==> src/rtl/alu_exec_unit.sv <==
// Execute/writeback sequencer for a 32x32 register file: accepts one ALU op at a time,
// reads operands, executes (single-cycle or 32-step shift-add multiply), writes back.
module alu_exec_unit #(
  parameter int DATA_W     = 32,
  parameter int ADDR_W     = 5,
  parameter int MUL_CYCLES = 32
) (
  input  logic              clk,
  input  logic              clr,
  input  logic              in_valid,
  output logic              in_ready,
  input  logic [3:0]        in_op,
  input  logic [ADDR_W-1:0] in_rs1,
  input  logic [ADDR_W-1:0] in_rs2,
  input  logic [ADDR_W-1:0] in_rd,
  output logic [ADDR_W-1:0] readreg1,
  output logic [ADDR_W-1:0] readreg2,
  input  logic [DATA_W-1:0] read1,
  input  logic [DATA_W-1:0] read2,
  output logic [ADDR_W-1:0] writereg,
  output logic [DATA_W-1:0] data,
  output logic              regwrite,
  output logic              busy,
  output logic              done
);

  localparam int SH_W  = $clog2(DATA_W);
  localparam int CNT_W = $clog2(MUL_CYCLES);
  localparam logic [CNT_W-1:0] CNT_LAST = CNT_W'(MUL_CYCLES - 1);

  typedef enum logic [1:0] {S_IDLE, S_READ, S_EXEC, S_WB} state_t;

  typedef enum logic [3:0] {
    OP_ADD  = 4'd0,
    OP_SUB  = 4'd1,
    OP_AND  = 4'd2,
    OP_OR   = 4'd3,
    OP_XOR  = 4'd4,
    OP_SLL  = 4'd5,
    OP_SRL  = 4'd6,
    OP_SRA  = 4'd7,
    OP_SLT  = 4'd8,
    OP_SLTU = 4'd9,
    OP_MUL  = 4'd10
  } op_t;

  state_t              r_state;
  state_t              w_next;
  op_t                 r_op;
  logic [ADDR_W-1:0]   r_rs1;
  logic [ADDR_W-1:0]   r_rs2;
  logic [ADDR_W-1:0]   r_rd;
  logic [DATA_W-1:0]   r_a;
  logic [DATA_W-1:0]   r_b;
  logic [DATA_W-1:0]   r_result;
  logic [CNT_W-1:0]    r_cnt;
  logic [DATA_W-1:0]   w_alu;
  logic                w_wb_en;

  // NOTE: sequential state uses non-blocking (<=) so every register samples pre-edge values.
  always_ff @(posedge clk) begin
    if (clr) r_state <= S_IDLE;
    else     r_state <= w_next;
  end

  // NOTE: every always_comb output is given a default first so no path infers a latch.
  always_comb begin
    w_next = r_state;
    case (r_state)
      S_IDLE: if (in_valid) w_next = S_READ;
      S_READ: w_next = S_EXEC;
      S_EXEC: if (r_op != OP_MUL || r_cnt == CNT_LAST) w_next = S_WB;
      S_WB:   w_next = S_IDLE;
      default: w_next = S_IDLE;
    endcase
  end

  // Single-cycle ALU over the captured operands; undefined opcodes yield zero.
  always_comb begin
    w_alu = '0;
    case (r_op)
      OP_ADD:  w_alu = r_a + r_b;
      OP_SUB:  w_alu = r_a - r_b;
      OP_AND:  w_alu = r_a & r_b;
      OP_OR:   w_alu = r_a | r_b;
      OP_XOR:  w_alu = r_a ^ r_b;
      OP_SLL:  w_alu = r_a << r_b[SH_W-1:0];
      OP_SRL:  w_alu = r_a >> r_b[SH_W-1:0];
      OP_SRA:  w_alu = $signed(r_a) >>> r_b[SH_W-1:0];
      OP_SLT:  w_alu = {{(DATA_W-1){1'b0}}, ($signed(r_a) < $signed(r_b))};
      OP_SLTU: w_alu = {{(DATA_W-1){1'b0}}, (r_a < r_b)};
      default: w_alu = '0;
    endcase
  end

  always_ff @(posedge clk) begin
    if (clr) begin
      r_op     <= OP_ADD;
      r_rs1    <= '0;
      r_rs2    <= '0;
      r_rd     <= '0;
      r_a      <= '0;
      r_b      <= '0;
      r_result <= '0;
      r_cnt    <= '0;
    end else begin
      case (r_state)
        S_IDLE: begin
          if (in_valid) begin
            r_op  <= op_t'(in_op);
            r_rs1 <= in_rs1;
            r_rs2 <= in_rs2;
            r_rd  <= in_rd;
          end
        end
        S_READ: begin
          r_a      <= read1;
          r_b      <= read2;
          r_cnt    <= '0;
          r_result <= '0;
        end
        S_EXEC: begin
          if (r_op == OP_MUL) begin
            // r_result doubles as the shift-add accumulator.
            if (r_b[0]) r_result <= r_result + r_a;
            r_a   <= r_a << 1;
            r_b   <= r_b >> 1;
            r_cnt <= r_cnt + CNT_W'(1);
          end else begin
            r_result <= w_alu;
          end
        end
        default: ;
      endcase
    end
  end

  // Outputs decode registered state only; r_rs1/r_rs2 change only on accept, so they hold outside READ.
  assign w_wb_en = (r_state == S_WB) && (r_rd != '0);

  always_comb begin
    in_ready = (r_state == S_IDLE);
    busy     = (r_state != S_IDLE);
    done     = (r_state == S_WB);
    readreg1 = r_rs1;
    readreg2 = r_rs2;
    regwrite = w_wb_en;
    writereg = w_wb_en ? r_rd : '0;
    data     = w_wb_en ? r_result : '0;
  end

endmodule

==> config.mk <==
export PLATFORM = sky130hd
export DESIGN_NAME = alu_exec_unit
export DESIGN_NICKNAME = d
export VERILOG_FILES = /design/src/rtl/alu_exec_unit.sv
export SDC_FILE = /design/constraint.sdc
export NUM_CORES = 1
export LEC_CHECK = 0
export CORE_ASPECT_RATIO = 2
export CORE_UTILIZATION = 47
export DETAILED_ROUTE_END_ITERATION = 10
export DONT_BUFFER_PORTS = 1
export PLACE_DENSITY = 0.72
export SLEW_MARGIN = 20
export SYNTH_ARGS = -nofsm -noshare
export SYNTH_HDL_FRONTEND = slang
export SYNTH_SLANG_ARGS = --single-unit
==> constraint.sdc <==
create_clock -name clk -period 9.2 [get_ports clk]
set_clock_uncertainty 0.2 [all_clocks]
set_input_delay 2.76 -clock clk [delete_from_list [all_inputs] [get_ports clk]]
set_output_delay 2.76 -clock clk [all_outputs]
set_load 0.01 [all_outputs]
==> results.json <==
{
  "seq_area_frac_synth_pct": 16.14,
  "io_buffers": 0,
  "worstPathMaxFanout": 43,
  "worstSetupEndpointType": "register",
  "clockBufferDepth": 2,
  "status": "finished, final reports clean",
  "fin_area_um2": 16020,
  "nFillCells": 3187,
  "path_class": "reg2reg",
  "routed_via_density": 7.157,
  "ys_types": 81,
  "hold_buffers": 0,
  "max_clock_freq_mhz": 186.7,
  "dr.pass1.iters": 6,
  "hold_path_class": "reg2reg",
  "syn_area_per_cell_um2": 7.301,
  "wl_per_cell_um": 32.62,
  "synth_edf_count": 0,
  "grt_usage_pct": 48.93,
  "yosysTopAreaCellShare_pct": 16.14,
  "crit_top_cell": "o21ai_1",
  "start_util_pct": 47.81,
  "yosysWarnings": 0,
  "ir_drop_v": 0.0003596,
  "cts_buffers": 17,
  "synth.most_common_cell": "nor2_1",
  "synthTopCellsByArea": "dfxtp_1 (16%), ha_1 (11%), mux2i_1 (8.1%), a21oi_1 (6.8%), nor2_1 (5.8%)",
  "vias": 17270,
  "root_buffer": "clkbuf_16",
  "cts_tree": "done",
  "start_kind": "register",
  "slew_headroom_pct": 21.20,
  "insertion_delay_ps": 490,
  "crit_family": "compound AO/OA/AOI/OAI gates",
  "core_area_um2": 31660,
  "finalHoldViolCount": 0,
  "num_io_pins": 137,
  "drt-total-wl_um": 78720,
  "seq_area_um2": 2450,
  "die_y_um": 255.8,
  "maxCapViolCount": 0,
  "cts.sinks": 122,
  "grt_max_degree": 113,
  "cp.buffers_inverters": 1,
  "required_ps": 9290,
  "cp_slowest_cell": "a31oi_1",
  "report.final.slew_viol_count": 0,
  "drc": 0,
  "multiInputGateArea_um2": 11700,
  "drive_gt1_share_pct": 7.607,
  "place_congestion": 1.090,
  "layout.nets": 2198,
  "fp.dieW_um": 128.9,
  "synthFlopType": "dfxtp_1",
  "r2r_slack_ps": 3840,
  "clkTransAtPathRegs_ps": 70,
  "power.leakage_uw": 0.006005,
  "antenna_found_initial": 8,
  "dp_hpwl_um": 57020,
  "synth_nets": 2299,
  "first_global_vias": 16660,
  "worstPathArrival_ps": 5450,
  "syn-instance-count": 2073,
  "cts_resized": 0,
  "setup-violations-final": 0,
  "ys_seq_elements": 122,
  "die-area_um2": 32970,
  "min_period_over_period_pct": 58.21,
  "synth_area_leader_cell": "dfxtp_1",
  "core.rowCount": 92,
  "ys_async_sr_fraction_pct": 0,
  "synth_common_cells": "nor2_1 (234), a21oi_1 (205), nand2_1 (172)",
  "postRouteAntennaNets": 0,
  "tightest_slew_ps": 1174,
  "cts-htree-levels": 4,
  "postCtsSetupBuffers": 0,
  "crit_path_max_incr_delay_ps": 780,
  "grt-ovfl-total": 0,
  "synth_area_um2": 15140,
  "grt_pass1_wl_um": 114600,
  "dpl_cell_area_um2": 15370,
  "synthToLayoutAreaGrowth_pct": 5.845,
  "fin_tns_setup_ps": 0,
  "crit_chain": "inv_1 > ha_1 > a211oi_1 > o21bai_1 > o21ai_1 > o211ai_1 > a41o_1 > or3_1 > a311o_1 > o32a_1 > a31oi_1 > o21ai_1",
  "drt_iter0_markers": 1968,
  "power_density_nw_per_um2": 488.6,
  "rsz0062_at_grt": "no",
  "layout_min_cycle_time_ps": 5355
}
[flip-flops by register name (all words and copies together), names as in the netlist]
signal and flops:
r_a 32, r_b 32, r_rd 5, r_cnt 5, readreg1 5, r_op 4
readreg2 5, r_state 2, r_result 32
[cell families (layout without fill, tap and decap cells)]
logic type	count (synthesis)	after routing	synth area share [%]
simple gates	598	598	17.67
xor+xnor	35	35	2.025
flops	122	122	16.14
fa+ha+maj	140	140	11.72
compound gates	749	749	32.79
buf+inv	268	180	6.902
mux	161	161	12.76
other cells	0	5	0
[power by group]
group          total, uW  leakage (uW)  internal [uW]  switching [uW]
registers           1190       0.00100            725             463
logic               5880       0.00471           1880            3990
clock network        762      0.000299            419             343
[metrics by stage]
| stage | util [%] | total power, uW | hold slack [ps] | setup WS [ps] | instances |
|---|---|---|---|---|---|
| 6_report | 50.61 | 7827 | 264.3 | 3845 | 2413 |
| 5_1_grt | 50.57 | 8150 | 290.0 | 3729 | 2408 |
| 4_1_cts | 50.48 | 7393 | 259.8 | 3931 | 2405 |
| 3_5_place_dp | 48.55 | 6625 | 251.1 | 4422 | 2373 |
| 3_3_place_gp | 48.54 | 6606 | 254.1 | 4484 | 2373 |
| 2_1_floorplan | - | 4732 | 238.7 | 4830 | 2073 |
[cell usage in the layout (no fill, tap or decap), drive strengths merged, types with 42 or more instances in the layout]
cell type,count
buf,44
ha,137
dfxtp,122
mux2i,122
and2,48
nand2,173
o21ai,150
nor3,42
a211oi,94
inv,113
nor2,234
a21oi,206
[worst register-to-register path, delay by kind of cell (launching register included)]
kind	cells	cell delay, ps
and+or+nand+nor	1	360
AOI/OAI and AO/OA	9	3190
DFF	1	700
buffers and inverters	1	310
adders and majority gates	1	410
[area by class of cell]
cell class | instances | share of cell area, %
multi-input cells | 1683 | 73.03
flip-flops and latches | 122 | 15.29
well taps | 423 | 3.304
clock buffers | 18 | 2.741
inverters | 104 | 2.437
repair buffers | 44 | 2.046
clock inverters | 14 | 1.070
diodes | 5 | 0.07810
[worst paths after layout]
path	endpoint	depth (start not counted)	start
hold reg to reg	r_rd[2]	2	r_rd[2]
hold / removal	r_rd[2]	2	r_rd[2]
setup / recovery	r_result[25]	12	r_b[1]
setup reg to reg	r_result[25]	12	r_b[1]
[per-layer routing]
metal | up-vias | GRT usage, % | share of wire (%)
met2 | 1076 | 77.39 | 46
met4 | 10 | 49.15 | 12
met5 | - | 0.3096 | 0.088
li1 | 7450 | - | -
met1 | 8269 | 47.76 | 32
met3 | 464 | 17.62 | 9.1
(Power assumes the default switching activity.)
